--- config.mk ---
export PLATFORM = sky130hd
export DESIGN_NAME = pattern_fetch_ctrl
export DESIGN_NICKNAME = d
export VERILOG_FILES = /design/src/rtl/pattern_fetch_ctrl_pkg.sv /design/src/rtl/pattern_reorder_buf.sv /design/src/rtl/pattern_fetch_ctrl.sv
export SDC_FILE = /design/constraint.sdc
export NUM_CORES = 1
export LEC_CHECK = 0
export ABC_AREA = 1
export BUFFER_PORTS_ARGS = -buffer_cell sky130_fd_sc_hd__buf_2
export CAP_MARGIN = 20
export CORE_UTILIZATION = 59
export DETAILED_ROUTE_END_ITERATION = 7
export GPL_TIMING_DRIVEN = 0
export PLACE_DENSITY = 0.78
export SYNTH_ARGS = -nofsm -noshare
export SYNTH_HDL_FRONTEND = slang
export SYNTH_SLANG_ARGS = --single-unit
--- constraint.sdc ---
create_clock -name clk_i -period 5.95 [get_ports clk_i]
set_input_delay 1.19 -clock clk_i [delete_from_list [all_inputs] [get_ports clk_i]]
set_output_delay 1.19 -clock clk_i [all_outputs]
set_load 0.05 [all_outputs]
--- src/rtl/pattern_fetch_ctrl_pkg.sv ---
// Shared types for the pattern fetch controller: FSM states and a log2 helper
// used to size tag fields.
package pattern_fetch_ctrl_pkg;

   typedef enum logic [1:0] {
      ST_IDLE  = 2'd0,
      ST_RUN   = 2'd1,
      ST_DRAIN = 2'd2,
      ST_FIN   = 2'd3
   } state_e;

   function automatic int log2(input int v);
      int r;
      r = 0;
      for (int i = 0; i < 31; i++) begin
         if ((1 << i) < v) r = i + 1;
      end
      return r;
   endfunction

endpackage

--- src/rtl/pattern_reorder_buf.sv ---
// Reorder slots for tagged read responses: one write port indexed by tag, one
// read port at the in-order head, and a flag for writes to an already-filled slot.
module pattern_reorder_buf #(
   parameter int DATA_WIDTH = 64,
   parameter int TAG_COUNT  = 4,
   parameter int TAG_WIDTH  = 2
) (
   input  logic                  clk_i,
   input  logic                  rst_i,
   input  logic                  wr_en_i,
   input  logic [TAG_WIDTH-1:0]  wr_tag_i,
   input  logic [DATA_WIDTH-1:0] wr_data_i,
   output logic                  wr_dup_o,
   input  logic [TAG_WIDTH-1:0]  head_i,
   input  logic                  head_pop_i,
   output logic                  head_valid_o,
   output logic [DATA_WIDTH-1:0] head_data_o
);

   logic [TAG_COUNT-1:0]                 valid_q, valid_d;
   logic [TAG_COUNT-1:0][DATA_WIDTH-1:0] slot_q, slot_d;

   assign wr_dup_o     = wr_en_i & valid_q[wr_tag_i];
   assign head_valid_o = valid_q[head_i];
   assign head_data_o  = slot_q[head_i];

   // A filled slot is never overwritten, so the head word stays stable under backpressure.
   always_comb begin
      valid_d = valid_q;
      slot_d  = slot_q;
      if (head_pop_i) valid_d[head_i] = 1'b0;
      if (wr_en_i && !valid_q[wr_tag_i]) begin
         valid_d[wr_tag_i] = 1'b1;
         slot_d[wr_tag_i]  = wr_data_i;
      end
   end

   always_ff @(posedge clk_i) begin
      if (rst_i) valid_q <= '0;
      else       valid_q <= valid_d;
      slot_q <= slot_d;
   end

endmodule

--- src/rtl/pattern_fetch_ctrl.sv ---
// Tagged in-order memory stream fetcher for the pattern decoder.
// Optional PATTERN_FETCH_STATS_EN adds request/stall statistics outputs.
module pattern_fetch_ctrl
   import pattern_fetch_ctrl_pkg::*;
#(
   parameter int ADDR_WIDTH = 48,
   parameter int DATA_WIDTH = 64,
   parameter int TAG_COUNT  = 4,
   parameter int TAG_WIDTH  = log2(TAG_COUNT),
   parameter int LEN_WIDTH  = 32
) (
   input  logic                  clk_i,
   input  logic                  rst_i,
   input  logic                  start_i,
   input  logic [ADDR_WIDTH-1:0] start_addr_i,
   input  logic [LEN_WIDTH-1:0]  start_len_i,
   output logic                  req_o,
   input  logic                  req_stall_i,
   output logic [TAG_WIDTH-1:0]  req_tag_o,
   output logic [ADDR_WIDTH-1:0] req_addr_o,
   input  logic                  push_i,
   input  logic [TAG_WIDTH-1:0]  push_tag_i,
   input  logic [DATA_WIDTH-1:0] data_i,
   output logic                  out_valid_o,
   input  logic                  out_ready_i,
   output logic [DATA_WIDTH-1:0] out_data_o,
   output logic                  busy_o,
   output logic                  done_o,
   output logic                  err_o
`ifdef PATTERN_FETCH_STATS_EN
   ,
   output logic [LEN_WIDTH-1:0]  stat_reqs_o,
   output logic [LEN_WIDTH-1:0]  stat_stall_o
`endif
);

   localparam int STRIDE = DATA_WIDTH / 8;

   state_e                state_q, state_d;
   logic [ADDR_WIDTH-1:0] addr_q, addr_d;
   logic [LEN_WIDTH-1:0]  len_q, len_d;
   logic [LEN_WIDTH-1:0]  issued_q, issued_d;
   logic [LEN_WIDTH-1:0]  consumed_q, consumed_d;
   logic                  err_q;

   logic [LEN_WIDTH-1:0]  window;
   logic                  full, pending, consume, outstanding, dup;
   logic [TAG_WIDTH-1:0]  head, push_off;

   assign head     = consumed_q[TAG_WIDTH-1:0];
   assign window   = issued_q - consumed_q;
   assign full     = window >= LEN_WIDTH'(TAG_COUNT);
   assign pending  = issued_q != len_q;
   assign req_o    = (state_q == ST_RUN) && pending && !req_stall_i && !full;
   assign req_tag_o  = issued_q[TAG_WIDTH-1:0];
   assign req_addr_o = addr_q;

   // A tag is live when its distance from the head is inside the issued window.
   assign push_off    = push_tag_i - head;
   assign outstanding = LEN_WIDTH'(push_off) < window;
   assign consume     = out_valid_o && out_ready_i;

   pattern_reorder_buf #(
      .DATA_WIDTH(DATA_WIDTH),
      .TAG_COUNT (TAG_COUNT),
      .TAG_WIDTH (TAG_WIDTH)
   ) u_rob (
      .clk_i       (clk_i),
      .rst_i       (rst_i),
      .wr_en_i     (push_i && outstanding),
      .wr_tag_i    (push_tag_i),
      .wr_data_i   (data_i),
      .wr_dup_o    (dup),
      .head_i      (head),
      .head_pop_i  (consume),
      .head_valid_o(out_valid_o),
      .head_data_o (out_data_o)
   );

   always_comb begin
      state_d    = state_q;
      addr_d     = addr_q;
      len_d      = len_q;
      issued_d   = issued_q;
      consumed_d = consumed_q;
      case (state_q)
         ST_IDLE: if (start_i) begin
            addr_d     = start_addr_i;
            len_d      = start_len_i;
            issued_d   = '0;
            consumed_d = '0;
            state_d    = (start_len_i == '0) ? ST_FIN : ST_RUN;
         end
         ST_RUN:   if (!pending) state_d = ST_DRAIN;
         ST_DRAIN: if (consumed_q == len_q) state_d = ST_FIN;
         ST_FIN:   state_d = ST_IDLE;
         default:  state_d = ST_IDLE;
      endcase
      if (req_o) begin
         issued_d = issued_q + LEN_WIDTH'(1);
         addr_d   = addr_q + ADDR_WIDTH'(STRIDE);
      end
      if (consume) consumed_d = consumed_q + LEN_WIDTH'(1);
   end

   always_ff @(posedge clk_i) begin
      if (rst_i) begin
         state_q    <= ST_IDLE;
         addr_q     <= '0;
         len_q      <= '0;
         issued_q   <= '0;
         consumed_q <= '0;
         err_q      <= 1'b0;
      end else begin
         state_q    <= state_d;
         addr_q     <= addr_d;
         len_q      <= len_d;
         issued_q   <= issued_d;
         consumed_q <= consumed_d;
         if (push_i && (!outstanding || dup)) err_q <= 1'b1;
      end
   end

   assign busy_o = state_q != ST_IDLE;
   assign done_o = state_q == ST_FIN;
   assign err_o  = err_q;

`ifdef PATTERN_FETCH_STATS_EN
   logic [LEN_WIDTH-1:0] stat_reqs_q, stat_stall_q;
   logic                 blocked;

   assign blocked = (state_q == ST_RUN) && pending && (req_stall_i || full);

   always_ff @(posedge clk_i) begin
      if (rst_i || (state_q == ST_IDLE && start_i)) begin
         stat_reqs_q  <= '0;
         stat_stall_q <= '0;
      end else begin
         if (req_o && !(&stat_reqs_q))    stat_reqs_q  <= stat_reqs_q + LEN_WIDTH'(1);
         if (blocked && !(&stat_stall_q)) stat_stall_q <= stat_stall_q + LEN_WIDTH'(1);
      end
   end

   assign stat_reqs_o  = stat_reqs_q;
   assign stat_stall_o = stat_stall_q;
`endif

endmodule

==> run metrics <==
outcome=complete, no violations; ys flop type=edfxtp_1; largest net degree at the start of global routing=65; post-synth net total=between 2000 and 3000; crit path cell chain=buf_2 > inv_1 > clkbuf_2 > fa_1 > nand2_1 > nand2_1 > nand3_1 > nand2_1 > nand2_1 > nand2_1 > xor2_1 > nor2_1 > nand3_2 > nor2_4 > nand3_4 > inv_2 > buf_2 > buf_2; leak pwr=roughly 11 nW; synth unique cells=just under 50; clk root buf=clkbuf_16; dpl cell area=roughly 24000 um2; final worst slack=~0.2 ns; area delta synth->final=15.5%; Max-Cap Viols=0; port bufs=between 200 and 300; DRT iter0 DRCs=around 1900; # IOs=approximately 270; FFs w/ async S/R, synth=0%; Peak VDD IR=0.392 mV; CTS tree=built; RSZ-0062 raised after global routing=false; dpl hpwl=47900 um; min-delay worst type=flop to flop; Hold WS=0.486 ns; Slowest-stage cell, CP=fa_1; Util after Layout=around 70%; Area contributors post-synth=edfxtp_1, dfxtp_1, nand2_1, nand3_1, nor2_1; Clock Skew=between 0.03 and 0.04 ns; Worst Setup End Kind=output pin; Via-to-Cell Ratio=5.79; Starting Density=about three fifths; Startpoint Class=flop; slowest stage delay, CP=roughly 0.53 ns; reg2reg end=u_rob.slot_q[96]; Final period util=a little over nine tenths; final WL=approximately 66000 um; # DRC=0; initial antenna violation count=14; mapped cell area=21800 um2; clock-pin slew on the worst setup and hold paths=approximately 0.06 ns; Tot Pwr=approximately 8.1 mW; Pwr Density=323 nW/um2; Mean Syn Cell Area=around 8.0 um2; fin area=around 25000 um2; Synth Instances=2725; TritonCTS Buffers=between 40 and 50; worst-path fanout max=13; Hold Path Stages=2; fmax=between 150 and 200 MHz; clk sinks=between 400 and 500; Worst-Skew Late Latency=approximately 0.59 ns; post-layout min period=approximately 5.7 ns; Slew HR=34.4%; post-synthesis register bit count=approximately 410; layout cells sized above 1=around an eighth; post-synth top area share=about a third; core area=about 37000 um2; Crit Path Class=flop to output pin; DR WL/cell=roughly 18 um; CP most frequent cell=nand2_1; EDFF count, synth=between 200 and 300; Layout Nets=~3200; Final Hold Violating Endpoints=0; synthesis warning total=0; sequential area share after synthesis=49.1%; vias in the first global route=between 15000 and 20000; gr usage total=between 30% and 40%; fillers=roughly 3000; critical path data required time=between 4 and 5 ns; # setup viols final=0; Die Y=between 150 and 200 um; Post-DRT Antenna Nets=0; GP Congestion=slightly above 1; First-pass DRT Iterations=8; R2R depth=19; max-slew violations=0; crit path DAT=4.55 ns; Die Span X=194 um; r2r setup slk=1.53 ns; first-pass GRT wire length=slightly above 100000 um; Rows=70; most common cell in the netlist=nand2_1; Worst Hold Launch=req_addr_o[0]; clk buf depth=3; total grt overflow=0; via count=20600; Least-Margin Pin Slew=roughly 0.98 ns; top cell type by total area after synthesis=edfxtp_1; Commonest cells post-synth=nand2_1, nor2_1, inv_1; worst r2r src=consumed_q[1]; Hold Path End=req_addr_o[0]; DP Worst Slack=between 0.5 and 0.6 ns; CTS H-tree depth=2; Total Die Area=37700 um2; # Post-CTS Setup Buffers=0
## state kept, by name (all words and copies together), names as in the netlist
register / count
consumed_q: 32
err_o: 1
issued_q: 32
len_q: 32
req_addr_o: 48
state_q: 2
u_rob.slot_q: 256
u_rob.valid_q: 4
## layout make-up
cell class	count	area [um2]	area share (%)
repair buffers	271	1400	5.56
inverters	329	1250	4.95
diodes	9	22.5	0.0894
plain buffers	115	504	2.00
multi-input cells	1873	9360	37.2
flip-flops and latches	407	10700	42.5
clock inverters	22	180	0.715
well taps	468	586	2.32
clock buffers	55	1180	4.69
## worst max-delay path: cells and delay by family, from the launching register on
family / cells / cell delay, ns
XOR/XNOR: 1 / 0.20
adder cells (fa/ha/maj): 1 / 0.53
AND/OR/NAND/NOR: 10 / 1.40
buffers and inverters: 6 / 1.47
flip-flops: 1 / 0.35
## per-layer routing
layer,track usage (%),vias up,wire length [um]
li1,-,9817,-
met4,13.1,12,2430
met5,0,-,73
met3,8.75,182,6530
met1,43.8,9587,26200
met2,55.6,961,30300
## worst max-delay path by stage
stage	to	start
after global routing	req_o	consumed_q[1]
final	req_o	consumed_q[1]
after detailed placement	req_o	consumed_q[1]
after CTS	req_o	consumed_q[1]
after global placement	u_rob.slot_q[210]	consumed_q[1]
after floorplan	u_rob.slot_q[0]	push_tag_i[0]
## metrics by stage
stage / TNS, ns / std cells
finish: 0 / 3549
floorplan: 0 / 2725
CTS: 0 / 3541
global placement: -44.67 / 3462
global route: 0 / 3543
detailed placement: 0 / 3464
## what timing repair did
action	in CTS	in global routing
endpoints found under the setup margin	1	1
gates cloned	0	0
hold buffers	0	0
hold endpoints to repair	0	0
resized for setup	1	1
## placed cells by master (no fill, tap or decap), drive strengths merged, types with 64 or more instances in the layout
cell type,n
nor2,343
dfxtp,151
nand3,264
o21ai,180
nand2,562
inv,327
buf,312
clkbuf,129
a21oi,97
edfxtp,256
xnor2,68
o22ai,64
nand4,84
## cells by family after synthesis
kind of cell / Yosys count / synth area share [%]
AO/OA/AOI/OAI: 363 / 9.01
XOR/XNOR: 104 / 4.18
adder cells (fa/ha/maj): 45 / 2.62
buffers and inverters: 445 / 7.99
flip-flops: 407 / 49.1
AND/OR/NAND/NOR: 1361 / 27.1
## power breakdown
group	switching [mW]	internal, mW	leakage [nW]
logic	1.53	0.545	6.50
clock network	1.13	1.46	0.669
registers	0.199	3.27	3.57
Note: power is estimated with default switching activity, not from simulation.
